`src/rtl/demultiplexor_buf.sv`:
```
// Registered 1-to-2 demultiplexor with a one-entry holding register, valid/ready
// handshakes on both sides and a wrap-around delivery counter per destination.
//
// state | meaning
// EMPTY | holding register free, in_ready=1
// FULL0 | holding register owns a word for out0
// FULL1 | holding register owns a word for out1
module demultiplexor_buf #(
    parameter int WIDTH     = 5,
    parameter int CNT_WIDTH = 8
) (
    input  logic                 clk,
    input  logic                 rst_n,
    input  logic [WIDTH-1:0]     in,
    input  logic                 sel,
    input  logic                 in_valid,
    output logic                 in_ready,
    output logic [WIDTH-1:0]     out0,
    output logic                 out0_valid,
    input  logic                 out0_ready,
    output logic [WIDTH-1:0]     out1,
    output logic                 out1_valid,
    input  logic                 out1_ready,
    output logic [CNT_WIDTH-1:0] cnt0,
    output logic [CNT_WIDTH-1:0] cnt1
);

    typedef enum logic [1:0] {
        EMPTY = 2'b00,
        FULL0 = 2'b01,
        FULL1 = 2'b10
    } state_t;

    localparam logic [CNT_WIDTH-1:0] CNT_ONE = {{(CNT_WIDTH-1){1'b0}}, 1'b1};

    state_t           state;
    logic [WIDTH-1:0] data;
    logic             deliver0;
    logic             deliver1;
    logic             accept;

    // A ready on the destination that does not own the word is ignored here.
    assign deliver0 = (state == FULL0) && out0_ready;
    assign deliver1 = (state == FULL1) && out1_ready;

    // Pass-through: a word leaving this cycle frees the register for a new one.
    assign in_ready = (state == EMPTY) || deliver0 || deliver1;
    assign accept   = in_valid && in_ready;

    assign out0       = data;
    assign out1       = data;
    assign out0_valid = (state == FULL0);
    assign out1_valid = (state == FULL1);

    always_ff @(posedge clk or negedge rst_n) begin
        if (!rst_n) begin
            state <= EMPTY;
            data  <= '0;
        end else if (accept) begin
            data  <= in;
            state <= sel ? FULL1 : FULL0;
        end else if (deliver0 || deliver1) begin
            state <= EMPTY;
        end
    end

    always_ff @(posedge clk or negedge rst_n) begin
        if (!rst_n) begin
            cnt0 <= '0;
            cnt1 <= '0;
        end else begin
            if (deliver0) cnt0 <= cnt0 + CNT_ONE;
            if (deliver1) cnt1 <= cnt1 + CNT_ONE;
        end
    end

endmodule

```
`config.mk`:
```
export PLATFORM = sky130hd
export DESIGN_NAME = demultiplexor_buf
export DESIGN_NICKNAME = d
export VERILOG_FILES = /design/src/rtl/demultiplexor_buf.sv
export SDC_FILE = /design/constraint.sdc
export NUM_CORES = 1
export LEC_CHECK = 0
export CORE_MARGIN = 1
export CORE_UTILIZATION = 36
export DETAILED_ROUTE_END_ITERATION = 10
export PLACE_DENSITY = 0.77
export SLEW_MARGIN = 20
export SYNTH_ARGS = -nofsm -noshare
export SYNTH_HDL_FRONTEND = slang
export SYNTH_SLANG_ARGS = --single-unit
```
`constraint.sdc`:
```
create_clock -name clk -period 2.1 [get_ports clk]
set_input_delay 0.42 -clock clk [delete_from_list [all_inputs] [get_ports clk]]
set_output_delay 0.42 -clock clk [all_outputs]
set_load 0.02 [all_outputs]
```
# Yosys cells after proc, flatten, opt, wreduce, memory -nomap -nowiden
# Index checks and enable logic that the tools add are counted.
# totals
input_bits	11
register_bits	23
output_inout_bits	29
wordCells	19
# classes
n_addsub	2
n_mux	3
eq_ne	2
reduce_logical	8
# ops
operator	count
$add 8x1->8 const B	2
$mux 2	3
$logic_and 1x1->1	3
$logic_or 1x1->1	3
$eq 2x1->1 const B	1
$eq 2x2->1 const B	1
$logic_not 2->1	1
$reduce_bool 2->1	1

# Longest topological paths before layout
# Gate-level depths: netlist of the first run.
# logic_depth
word_depth	6
ltp_mapped	4
depth_no_buf	4

# Worst setup path before layout of the first run
# No wires, ideal clock.
# synth_timing
kind	flip-flop to flip-flop
startpoint	reg state[0]
endpoint	reg data[0], in the netlist out0[0]
arrival_ps	1285
setup_time_ps	125
period_less_slack_ps	1410
required_ps	1975
path_stages_with_launch	4
path_slack_ps	690
path_buffers	0
cell_sequence	dfrtp_1 > nand2b_4 > a211oi_4 > mux2_2
# synth_via
elab_chain_len	5
elab_cells_between_ends	8
cone_classes	2 x eq/ne; 6 x reduce/logical
# synth_lines
element	line	source
start: declaration	36	state_t state;
start signal: assignment	61	state <= sel ? FULL1 : FULL0;
$eq 2x1->1	43	assign deliver0 = (state == FULL0) && out0_ready;
$logic_and 1x1->1	43	
$logic_or 1x1->1	47	assign in_ready = (state == EMPTY) || deliver0 || deliver1;
$logic_or 1x1->1 (*)	47	
$logic_and 1x1->1 (*)	48	assign accept = in_valid && in_ready;
end signal: assignment	60	data <= in;
end: declaration	37	logic [WIDTH-1:0] data;
# Every way passes the cells marked *; elsewhere a longest branch is shown, timed or not.
# A chain may end at the register's enable or synchronous reset.

# Worst setup path in the final report of the first run
# layout_timing
startpoint	reg state[0]
endpoint	out out0_valid
# layout_via
elab_chain_len	1
# layout_lines
element	line	source
$eq 2x1->1	52	assign out0_valid = (state == FULL0);
end: declaration	19	output logic out0_valid,
# Every way passes these cells.

==> results.md, run 1 <==
- Pwr/cell area: 1350 nW/um^2
- Commonest non-fill, non-tap cell in the layout: clkdlybuf4s50_1
- CP max stage delay: 0.61 ns
- Synth warnings: 0
- Num ports: 40
- Clock share of power: 0.094
- Worst setup EP type: output pin
- Max-slew headroom: 0.752
- Rows: 19
- Clock skew: 0.00298 ns
- Fmax: 509 MHz
- CTS tree: yes
- Fin. Hold Viols: 0
- DRT iter0 DRCs: 13
- Clock Sinks: 23
- Setup TNS: 0 ns
- Gpl congestion: 0.701
- P_sw: 0.000808 W
- Crit Path Class: flip-flop to output pin
- Initial Util: 0.384
- Slowest CP cell: clkdlybuf4s50_1
- Gr ovfl total: 0
- Buffers added on ports: 39
- Sequential share of the synthesized area: 0.539
- Filler instances: 251
- DP HPWL: 1560 um
- Flop pwr share: 0.381
- Tmin final: 1.96 ns
- H-tree depth: 1
- Tcrit/Tclk final: 0.936
- CP max FO: 8
- Final core area utilization: 0.547
- Die width: 56.5 um
- Crit path launch type: flip-flop
- P_leak: 0.699 nW
- Power Total: 0.00206 W
- CTS Root Cell: clkbuf_4
- RR Startpoint: state[0]
- Min-Delay Path Class: input port to async pin
- Compound-Gate Fraction of Synth Area: 0.0399
- Final setup violation count: 0
- Worst-path clk slew: 0.12 ns
- DRT antenna net count: 0
- Combinational power share: 0.525
- WHS: 0.467 ns
- Switching share of total power: 0.392
- Die height: 56.5 um
- Largest family of logic cells by synthesized area: simple AND/OR/NAND/NOR gates
- Mux cell area share after synthesis: 0.0739
- Avg WL per Cell: 12.8 um
- Crit path to: out0_valid
- Status: completed
- Avg Inst Size Synth: 12.3 um^2
- Mapped cell area: 1070 um^2
- #FFs+latches synth: 23
- Final wirelength: 2060 um
- Simple-gate share of the synthesized area: 0.156
- Maximum VDD drop: 0.915 mV
- CP arrival: 1.54 ns
- Multi-input combinational cell area: 435 um^2
- ANT cells: 0
- # DRC: 0
- XOR/XNOR Fraction of Synth Area: 0.115
- Internal power: 0.00125 W
- Actual slew at the worst max-slew pin: 0.371 ns
- Share of cells above drive strength 1: 0.154
- Synth Area in Adders: 0.0234
- R2R Setup Slk: 0.45 ns
- FF-to-FF path depth: 4
- Max clock buf depth: 2
- Core box area: 2780 um^2
- Capturing point of the worst reg2reg path: out0[4]
- RSZ-0062 raised after global routing: false
- Most frequent cells in the layout: clkdlybuf4s50_1, dfrtp_1, xor2_1
- Register area: 577 um^2
- Vias in the first global route: 843
- Crit path required time: 1.68 ns
- CP Cell Sequence: nor2b_1, clkdlybuf4s50_1
- Clock latency on the worst-skew pair: 0.29 ns
- Total Routing Usage GR: 0.145
- Slew Limit Fails: 0
- CP startpoint: state[0]
- Vias per cell: 4.96
- Yosys cell types: 26
- First-pass GRT wire length: 3610 um
- Largest net degree at the start of global routing: 24
- Vias after detailed routing: 799
- Final Net Count: 144
- Syn Inst Count: 87
- Area grow syn2layout: 42.6%
- MaxCap Viol Count: 0
- Iteration count of the initial detailed-routing pass: 4
- Die area: 3190 um^2
- Syn nets: 100
- Num CTS Buffers: 3
- Initial antenna violation count: 0
- Postcts setup bufs: 0
metrics by stage:
step	cell area (um^2)	worst slack, ns	cells
finish	1520	0.135	161
detailed placement	1490	-0.128	157
CTS	1520	0.00286	161
global route	1520	0.0390	161
floorplan	1070	0.690	87
global placement	1490	-0.129	157
state kept, by name, indices dropped and copies added (netlist names):
register  flops
out0          5
cnt1          8
state         2
cnt0          8
per-layer routing:
layer  part of all wire  track usage  vias up
met5                  0            0        -
met4             0.0063       0.0523        0
met3              0.063       0.0346        2
met2               0.50        0.249       33
met1               0.43        0.176      390
li1                   -            -      374
cell usage after synthesis:
| library cell | number | area, um^2 |
|---|---|---|
| and3_1 | 1 | 6.26 |
| and4b_1 | 1 | 10.0 |
| inv_1 | 2 | 7.51 |
| nor3_1 | 4 | 20.0 |
| a22o_1 | 2 | 17.5 |
| nand4b_1 | 1 | 8.76 |
| nand2_1 | 7 | 26.3 |
| and2b_4 | 1 | 10.0 |
| nor2b_1 | 1 | 6.26 |
| dfrtp_1 | 23 | 576 |
| buf_6 | 1 | 11.3 |
| ha_1 | 2 | 25.0 |
| nand3_1 | 4 | 20.0 |
| nor2_1 | 3 | 11.3 |
| xor2_1 | 9 | 78.8 |
| nand2b_4 | 1 | 13.8 |
| nand3b_1 | 1 | 7.51 |
| nand4_1 | 1 | 6.26 |
| mux2_2 | 7 | 78.8 |
| nand2b_1 | 1 | 6.26 |
| nor4_1 | 1 | 6.26 |
| xnor2_1 | 5 | 43.8 |
| and2b_1 | 1 | 7.51 |
| buf_4 | 5 | 37.5 |
| a211oi_4 | 1 | 20.0 |
| a21oi_1 | 1 | 5.00 |
worst max-delay path: cells and delay by family, from the launching register on:
kind          cells  cell delay, ns
simple gates      1            0.16
flops             1            0.48
buf+inv           1            0.61
repair_timing:
action / 4_1_cts / 5_1_grt
endpoints found under the setup margin: 1 / 1
gates resized for setup: 1 / 2
hold endpoints to repair: 0 / 0
hold buffers: 0 / 0
power groups by stage:
stage / registers, W / logic [W] / clock network, W
2_1_floorplan: 0.000909 / 0.000512 / 0
3_3_place_gp: 0.000785 / 0.00108 / 0
3_5_place_dp: 0.000790 / 0.00110 / 0
4_1_cts: 0.000785 / 0.00110 / 0.000205
5_1_grt: 0.000817 / 0.00115 / 0.000232
6_report: 0.000785 / 0.00108 / 0.000193
cell families after synthesis:
logic type,Yosys count
and+or+nand+nor,29
DFF,23
xor gates and xnor gates,14
buffers and inverters,8
muxes,7
AOI/OAI and AO/OA,4
adders and majority gates,2
worst min-delay path by stage:
stage / start / end / slack (ns) / cells past startpoint
after floorplan: rst_n / cnt0[0] / 0.12 / 0
after global routing: rst_n / out0[1] / 0.47 / 2
final: rst_n / out0[4] / 0.47 / 2
after global placement: cnt1[7] / cnt1[7] / 0.46 / 1
after detailed placement: cnt0[7] / cnt0[7] / 0.46 / 1
after CTS: rst_n / out0[0] / 0.47 / 2
area by class of cell:
class	instances	share of cell area
sequential	23	0.379
timing repair buffer	45	0.287
multi-input combinational	56	0.286
tap	31	0.0255
clock buffer	4	0.0173
inverter	2	0.00493
Note: power is estimated with default switching activity, not from simulation.
==> run 2: changes to the inputs <==
--- a/config.mk
+++ b/config.mk
@@ -5,10 +5,12 @@
 export SDC_FILE = /design/constraint.sdc
 export NUM_CORES = 1
 export LEC_CHECK = 0
+export ABC_AREA = 0
 export CORE_MARGIN = 1
 export CORE_UTILIZATION = 36
 export DETAILED_ROUTE_END_ITERATION = 10
 export PLACE_DENSITY = 0.77
+export SKIP_CTS_REPAIR_TIMING = 1
 export SLEW_MARGIN = 20
 export SYNTH_ARGS = -nofsm -noshare
 export SYNTH_HDL_FRONTEND = slang
==> run 2 against run 1 <==
Against the previous run: sequential share of layout area fell by 0.093 points; combinational power barely moved; wire length about the same; maximum frequency unchanged; flip-flop and latch count is the same; critical path type unchanged.
==> results.md, run 2 (synthesis gave the netlist of run 1 again) <==
- Status: completed (unchanged)
- RSZ-0062 raised after global routing: false (unchanged)
- ANT cells: 0 (unchanged)
- Num ports: 40 (unchanged)
- Highest routing layer actually used: met4 (unchanged)
- Max clock buf depth: 2 (unchanged)
- Placed Area: 1490 um^2 (unchanged)
- Total Routing Usage GR: 0.145 (unchanged)
- Final core area utilization: 0.548 (was 0.547)
- Most frequent cells in the layout: clkdlybuf4s50_1, dfrtp_1, xor2_1 (unchanged)
- Pre-CTS setup slack: -0.128 ns (unchanged)
- Actual slew at the worst max-slew pin: 0.371 ns (unchanged)
- Max-slew headroom: 0.752 (unchanged)
- Buffers added on ports: 39 (unchanged)
- Gpl congestion: 0.701 (unchanged)
- CTS tree: yes (unchanged)
- R2R Setup Slk: 0.45 ns (about the same)
- RR Startpoint: state[0] (unchanged)
- CP max stage delay: 0.61 ns (about the same)
- Area grow syn2layout: 42.9% (was 42.6%)
- Power Total: 0.00207 W (was 0.00206 W)
- CTS Root Cell: clkbuf_4 (unchanged)
- Vias after detailed routing: 799 (unchanged)
- Die area: 3190 um^2 (unchanged)
- Tcrit/Tclk final: 0.936 (unchanged)
- CP Cell Sequence: nor2b_1, clkdlybuf4s50_1 (unchanged)
- Clock skew: 0.00298 ns (unchanged)
- H-tree depth: 1 (unchanged)
- Worst-path clk slew: 0.12 ns (about the same)
- Crit Path Class: flip-flop to output pin (unchanged)
- Final setup violation count: 0 (unchanged)
- Initial Util: 0.384 (unchanged)
- Dpl cells: 157 (unchanged)
- Core box area: 2780 um^2 (unchanged)
- Final Net Count: 144 (unchanged)
- Fmax: 509 MHz (unchanged)
- Design Area, Final: 1530 um^2 (was 1520 um^2)
- CP arrival: 1.54 ns (about the same)
- Met3 wire len: 129 um (unchanged)
- Post-Layout Cell Count: 161 (unchanged)
- # DRC: 0 (unchanged)
- Rows: 19 (unchanged)
- Commonest non-fill, non-tap cell in the layout: clkdlybuf4s50_1 (unchanged)
- Gr ovfl total: 0 (unchanged)
- DRT iter0 DRCs: 13 (unchanged)
- Crit path launch type: flip-flop (unchanged)
- Clock Sinks: 23 (unchanged)
- Fin. Hold Viols: 0 (unchanged)
- WL met2: 1040 um (unchanged)
- Num CTS Buffers: 3 (unchanged)
- Top delay family on crit path: buffers and inverters (unchanged)
- P_leak: 0.705 nW (was 0.699 nW)
- DRT antenna net count: 0 (unchanged)
- Die width: 56.5 um (unchanged)
- Capturing point of the worst reg2reg path: out0[4] (unchanged)
- Share of cells above drive strength 1: 0.154 (unchanged)
- Worst Path Buf+Inv: 1 (unchanged)
- Min-Delay Path Class: input port to async pin (unchanged)
- Avg WL per Cell: 12.8 um (about the same)
- Slowest CP cell: clkdlybuf4s50_1 (unchanged)
- Slew Limit Fails: 0 (unchanged)
- CP max FO: 8 (unchanged)
- Die height: 56.5 um (unchanged)
- DP HPWL: 1560 um (unchanged)
- Vias per cell: 4.96 (unchanged)
- Pwr/cell area: 1350 nW/um^2 (about the same)
- Worst setup EP type: output pin (unchanged)
- Maximum VDD drop: 0.915 mV (about the same)
- Iteration count of the initial detailed-routing pass: 4 (unchanged)
- Crit path required time: 1.68 ns (about the same)
- First-pass GRT wire length: 3610 um (unchanged)
- Tmin final: 1.96 ns (unchanged)
- Vias in the first global route: 843 (unchanged)
- Final wirelength: 2060 um (about the same)
- M1 wire length: 879 um (was 881 um)
- MaxCap Viol Count: 0 (unchanged)
- Initial antenna violation count: 0 (unchanged)
- Clock latency on the worst-skew pair: 0.29 ns (about the same)
- Largest net degree at the start of global routing: 24 (unchanged)
- Setup ws final: 0.135 ns (unchanged)
- FF-to-FF path depth: 4 (unchanged)
-- run 2: cell types whose count changed in the layout (fill, tap and decap cells not counted) --
cell            previous run  this run
dlygate4sd2_1              1         0
dlymetal6s2s_1             1         2
-- run 2: where the power goes --
group / switching (W) / total (W) / internal [W]
logic: 0.000502 / 0.00109 / 0.000586
clock network: 0.000119 / 0.000193 / 0.0000738
registers: 0.000187 / 0.000785 / 0.000598
total: 0.000808 / 0.00207 / 0.00126
-- run 2: stage by stage --
stage | hold WS [ns] | setup TNS, ns
3_5_place_dp | 0.457 | -0.129
2_1_floorplan | 0.124 | 0
6_report | 0.467 | 0
3_3_place_gp | 0.457 | -0.129
4_1_cts | 0.468 | -0.144
5_1_grt | 0.469 | 0
-- run 2: worst max-delay path by stage --
stage	endpoint	from	slack [ns]	cells past startpoint
floorplan	out0[0]	state[0]	0.69	3
global placement	in_ready	out0_ready	-0.13	4
detailed placement	in_ready	out0_ready	-0.13	4
CTS	in_ready	out0_ready	-0.14	4
global route	out0_valid	state[0]	0.04	2
finish	out0_valid	state[0]	0.14	2
-- run 2: area by class of cell --
type	instances	area, um^2
Tap cell	31	38.8
Fill cell	249	1260
Timing Repair Buffer	45	440
Inverter	2	7.51
Clock buffer	4	26.3
Sequential cell	23	577
Multi-Input combinational cell	56	435
-- run 2: routing by layer --
| metal | GRT usage | vias to the layer above |
|---|---|---|
| li1 | - | 374 |
| met1 | 0.176 | 390 |
| met2 | 0.249 | 33 |
| met3 | 0.0346 | 2 |
| met4 | 0.0523 | 0 |
| met5 | 0 | - |
==> RTL change 1: new RTL, flow settings as in run 2 <==
Encoding of `state_t`: now one-hot (3 bits for 3 states).
--- a/src/rtl/demultiplexor_buf.sv
+++ b/src/rtl/demultiplexor_buf.sv
@@ -25,10 +25,10 @@
     output logic [CNT_WIDTH-1:0] cnt1
 );
 
-    typedef enum logic [1:0] {
-        EMPTY = 2'b00,
-        FULL0 = 2'b01,
-        FULL1 = 2'b10
+    typedef enum logic [2:0] {
+        EMPTY = 3'b001,
+        FULL0 = 3'b010,
+        FULL1 = 3'b100
     } state_t;
 
     localparam logic [CNT_WIDTH-1:0] CNT_ONE = {{(CNT_WIDTH-1){1'b0}}, 1'b1};
Behaviour: same outputs for any inputs over 10 cycles, from zero or initial values and one cycle with rst_n low; not proved beyond that.
==> RTL change 1 against run 2 <==
- the run now ends with design-rule violations left
- final area rose by 2.5%
- sequential cell count rose by 1
- combinational power about the same
- power increased by 2.1%
- area after synthesis up 2.1%
- worst setup slack worse by 0.073 ns
- critical endpoint is now in_ready
- wire length is 2.9% higher
- first-iteration DRC count rose by 150%
==> RTL change 1: results (changes against run 2) <==
[drt]
via_per_inst = 5.09  ; +2.5%
dr.pass1.iters = 7  ; +3
drc_errors = 8  ; +8
first_iter_violations = 32  ; +19
wire_per_inst_um = 13.3  ; +4.2%

[placement]
gp_congestion = 0.733  ; +4.6%
dp_hpwl_mm = 1.62  ; +4.3%

[grt]
grt_usage_pct = 14.1  ; -0.42 points
grt_pass1_vias = 835  ; -0.95%
grt_max_degree = 25  ; +4.2%
grt_pass1_wl_mm = 3.66  ; +1.5%

[power]
ir_worst_vdd_mv = 0.575  ; -37%
p_leak_nw = 0.689  ; -2.3%
p_switching_uw = 793  ; -1.8%

[critical_path]
critPathTopFamily = flip-flops
slowest_stage = dfstp_2
slowest_delay_ns = 0.59  ; -0.02 ns
arrival_ns = 1.62  ; +0.08 ns

[logic_synthesis]
ys_types = 23  ; -12%
yosys-top-cells-area = dfrtp_1, xnor2_1, mux2_2
syn_nets = 99  ; -1.0%
synthTopCellsByCount = dfrtp_1, xnor2_1, nand2_1, nand4_1

[sta]
fin_worst_skew_ns = 0.00248  ; -0.000499 ns
maxSlewHeadroom_pct = 74.3  ; -0.89 points

[run_status]
outcome = complete, but fails checks
failed_checks = design-rule violations

[finish]
layout-drive-gt1-share_pct = 18.8  ; +3.4 points
nets = 142  ; -1.4%

==> RTL change 1: cell families after synthesis <==
kind of cell | after synthesis | synth area share, %
compound gates | 4 | 4.36
xor+xnor | 14 | 11.3
fa+ha+maj | 2 | 2.30
buf+inv | 8 | 4.94
flops | 24 | 55.2
mux | 6 | 6.20
simple gates | 28 | 15.7
==> RTL change 1: worst paths after layout <==
kind | startpoint | to | slack [ns]
max | state[0]$_DFFE_PN1P_ | in_ready | 0.06
min in group clk | cnt1[7]$_DFFE_PN0P_ | cnt1[7]$_DFFE_PN0P_ | 0.48
max reg2reg | state[0]$_DFFE_PN1P_ | out0[0]$_DFFE_PN0P_ | 0.23
min reg2reg | cnt1[7]$_DFFE_PN0P_ | cnt1[7]$_DFFE_PN0P_ | 0.48
min | rst_n | cnt1[6]$_DFFE_PN0P_ | 0.45
max in group asynchronous | rst_n | state[0]$_DFFE_PN1P_ | 1.37
==> RTL change 1: power by group through the flow <==
stage                     Combinational [mW]  Clock, mW  Sequential, mW
after detailed placement                1.08          0           0.795
after global placement                  1.06          0           0.780
after floorplan                        0.494          0           0.909
final                                   1.09      0.237           0.788
after global routing                    1.15      0.264           0.827
after CTS                               1.09      0.245           0.785
==> RTL change 1: final cells by class <==
class                      count  share of cell area, %
sequential                    24                   38.6
multi-input combinational     54                   28.1
tap                           31                   2.48
timing repair buffer          45                   28.2
clock buffer                   4                   2.32
inverter                       1                  0.240
==> RTL change 1: metrics by stage <==
stage               std cells  setup slack, ns  hold slack, ns  cell area [um^2]    TNS (ns)
CTS                       159           -0.376           0.454              1550      -0.376
finish                    159           0.0623           0.447              1560           0
global route              159       -0.0000628           0.462              1560  -0.0000628
detailed placement        155           -0.340           0.462              1510      -0.349
floorplan                  86            0.449           0.124              1090           0
global placement          155           -0.295           0.456              1510      -0.295
==> RTL change 1: metal layers <==
layer	vias up	global-route usage (%)	share of wire, %
met4	0	3.14	0
met3	0	2.49	5.5
met1	396	18.8	45
met2	24	24.0	49
met5	-	0	0
li1	389	-	-
==> RTL change 2: new RTL, config.mk and constraints of run 2 <==
Without the edit above. `WIDTH`: 5 -> 7.
--- a/src/rtl/demultiplexor_buf.sv
+++ b/src/rtl/demultiplexor_buf.sv
@@ -6,7 +6,7 @@
 // FULL0 | holding register owns a word for out0
 // FULL1 | holding register owns a word for out1
 module demultiplexor_buf #(
-    parameter int WIDTH     = 5,
+    parameter int WIDTH     = 7,
     parameter int CNT_WIDTH = 8
 ) (
     input  logic                 clk,
Interface: changed (resized in, out0 and out1); port bits go from 40 to 46. The function was not compared with the original's and may differ.
==> RTL change 2 against run 2 <==
- global-route usage is 0.69 points higher
- combinational power rose by 14%
- area after synthesis rose by 7.5%
- non-clock buffer count rose by 7
- critical path depth is the same
- first-iteration DRC count stayed put
- critical path type unchanged
- sequential share of layout area is 0.47 points lower
- register-to-register slack about the same
- sequential power increased by 11%
- sequential cell count up 2
- wire length is 9.5% higher
- highest routed layer unchanged
- worst setup slack got worse by 0.0056 ns
- largest power group unchanged
- power rose by 12%
- final area is 10% higher
==> RTL change 2: results (changes against run 2) <==
[run_status]
outcome = finished, final reports clean

[power]
clock_net_power_uw = 208  ; +8%
switching_share_pct = 39.2  ; +0.12 points
seq_power_share_pct = 37.6  ; -0.4 points

[finish]
layout-drive-gt1-share_pct = 16.5  ; +1.2 points
nets = 155  ; +7.6%

[grt]
use_met3_pct = 3.30  ; -0.16 points
grt_max_degree = 26  ; +8.3%
grt_pass1_wl_mm = 3.86  ; +7.1%
grtUsageMet2_pct = 24.3  ; -0.57 points

[critical_path]
reg2reg_depth = 5  ; +1
crit_fanout = 10  ; +2

[clocking]
clk-insertion-delay-late_ns = 0.32  ; +0.03 ns

[sta]
maxSlewHeadroom_pct = 79.5  ; +4.3 points
fin_worst_skew_ns = 0.00607  ; +0.00309 ns
whs_ns = 0.440  ; -0.0270 ns

[placement]
placed_area_mm2 = 0.00165  ; +10%
dp.cells = 179  ; +14%
portBuffers = 45  ; +15%
dp_hpwl_mm = 1.75  ; +12%

[logic_synthesis]
ys_types = 23  ; -12%
synthTopCellsByCount = dfrtp_1, mux2_2, xor2_1, buf_4
yosysSeqAreaShare_pct = 54.5  ; +0.60 points
syn_nets = 106  ; +6.0%
yosys-top-cells-area = dfrtp_1, mux2_2, xor2_1
synth.avg_cell_area_um2 = 12.6  ; +2.8%

[drt]
met1Wirelength_um = 983  ; +12%
met2WireLength_mm = 1.06  ; +2.4%
met3_length_um = 154  ; +19%
wire_per_inst_um = 12.3  ; -3.7%
dr.pass1.iters = 3  ; -1

## RTL change 2: cell families after synthesis
kind of cell	count (synthesis)	synth area share (%)
flops	25	54.5
fa+ha+maj	2	2.18
simple gates	27	14.4
buf+inv	10	5.67
mux	9	8.83
xor+xnor	14	10.7
compound gates	4	3.71
## RTL change 2: cell type report
cell class	count	area (um^2)	area share, %
repair buffers	52	508	30.2
multi-input cells	56	457	27.2
flip-flops and latches	25	628	37.4
inverters	2	7.51	0.446
well taps	44	55.1	3.27
clock buffers	4	26.3	1.56
## RTL change 2: stage by stage
| step | worst slack (ns) | total power [mW] | util, % |
|---|---|---|---|
| final | 0.129 | 2.32 | 55.5 |
| after floorplan | 0.634 | 1.58 | - |
| after CTS | -0.0990 | 2.36 | 55.3 |
| after detailed placement | -0.0960 | 2.14 | 54.4 |
| after global placement | -0.0655 | 2.11 | 54.4 |
| after global routing | 0.0439 | 2.48 | 55.5 |
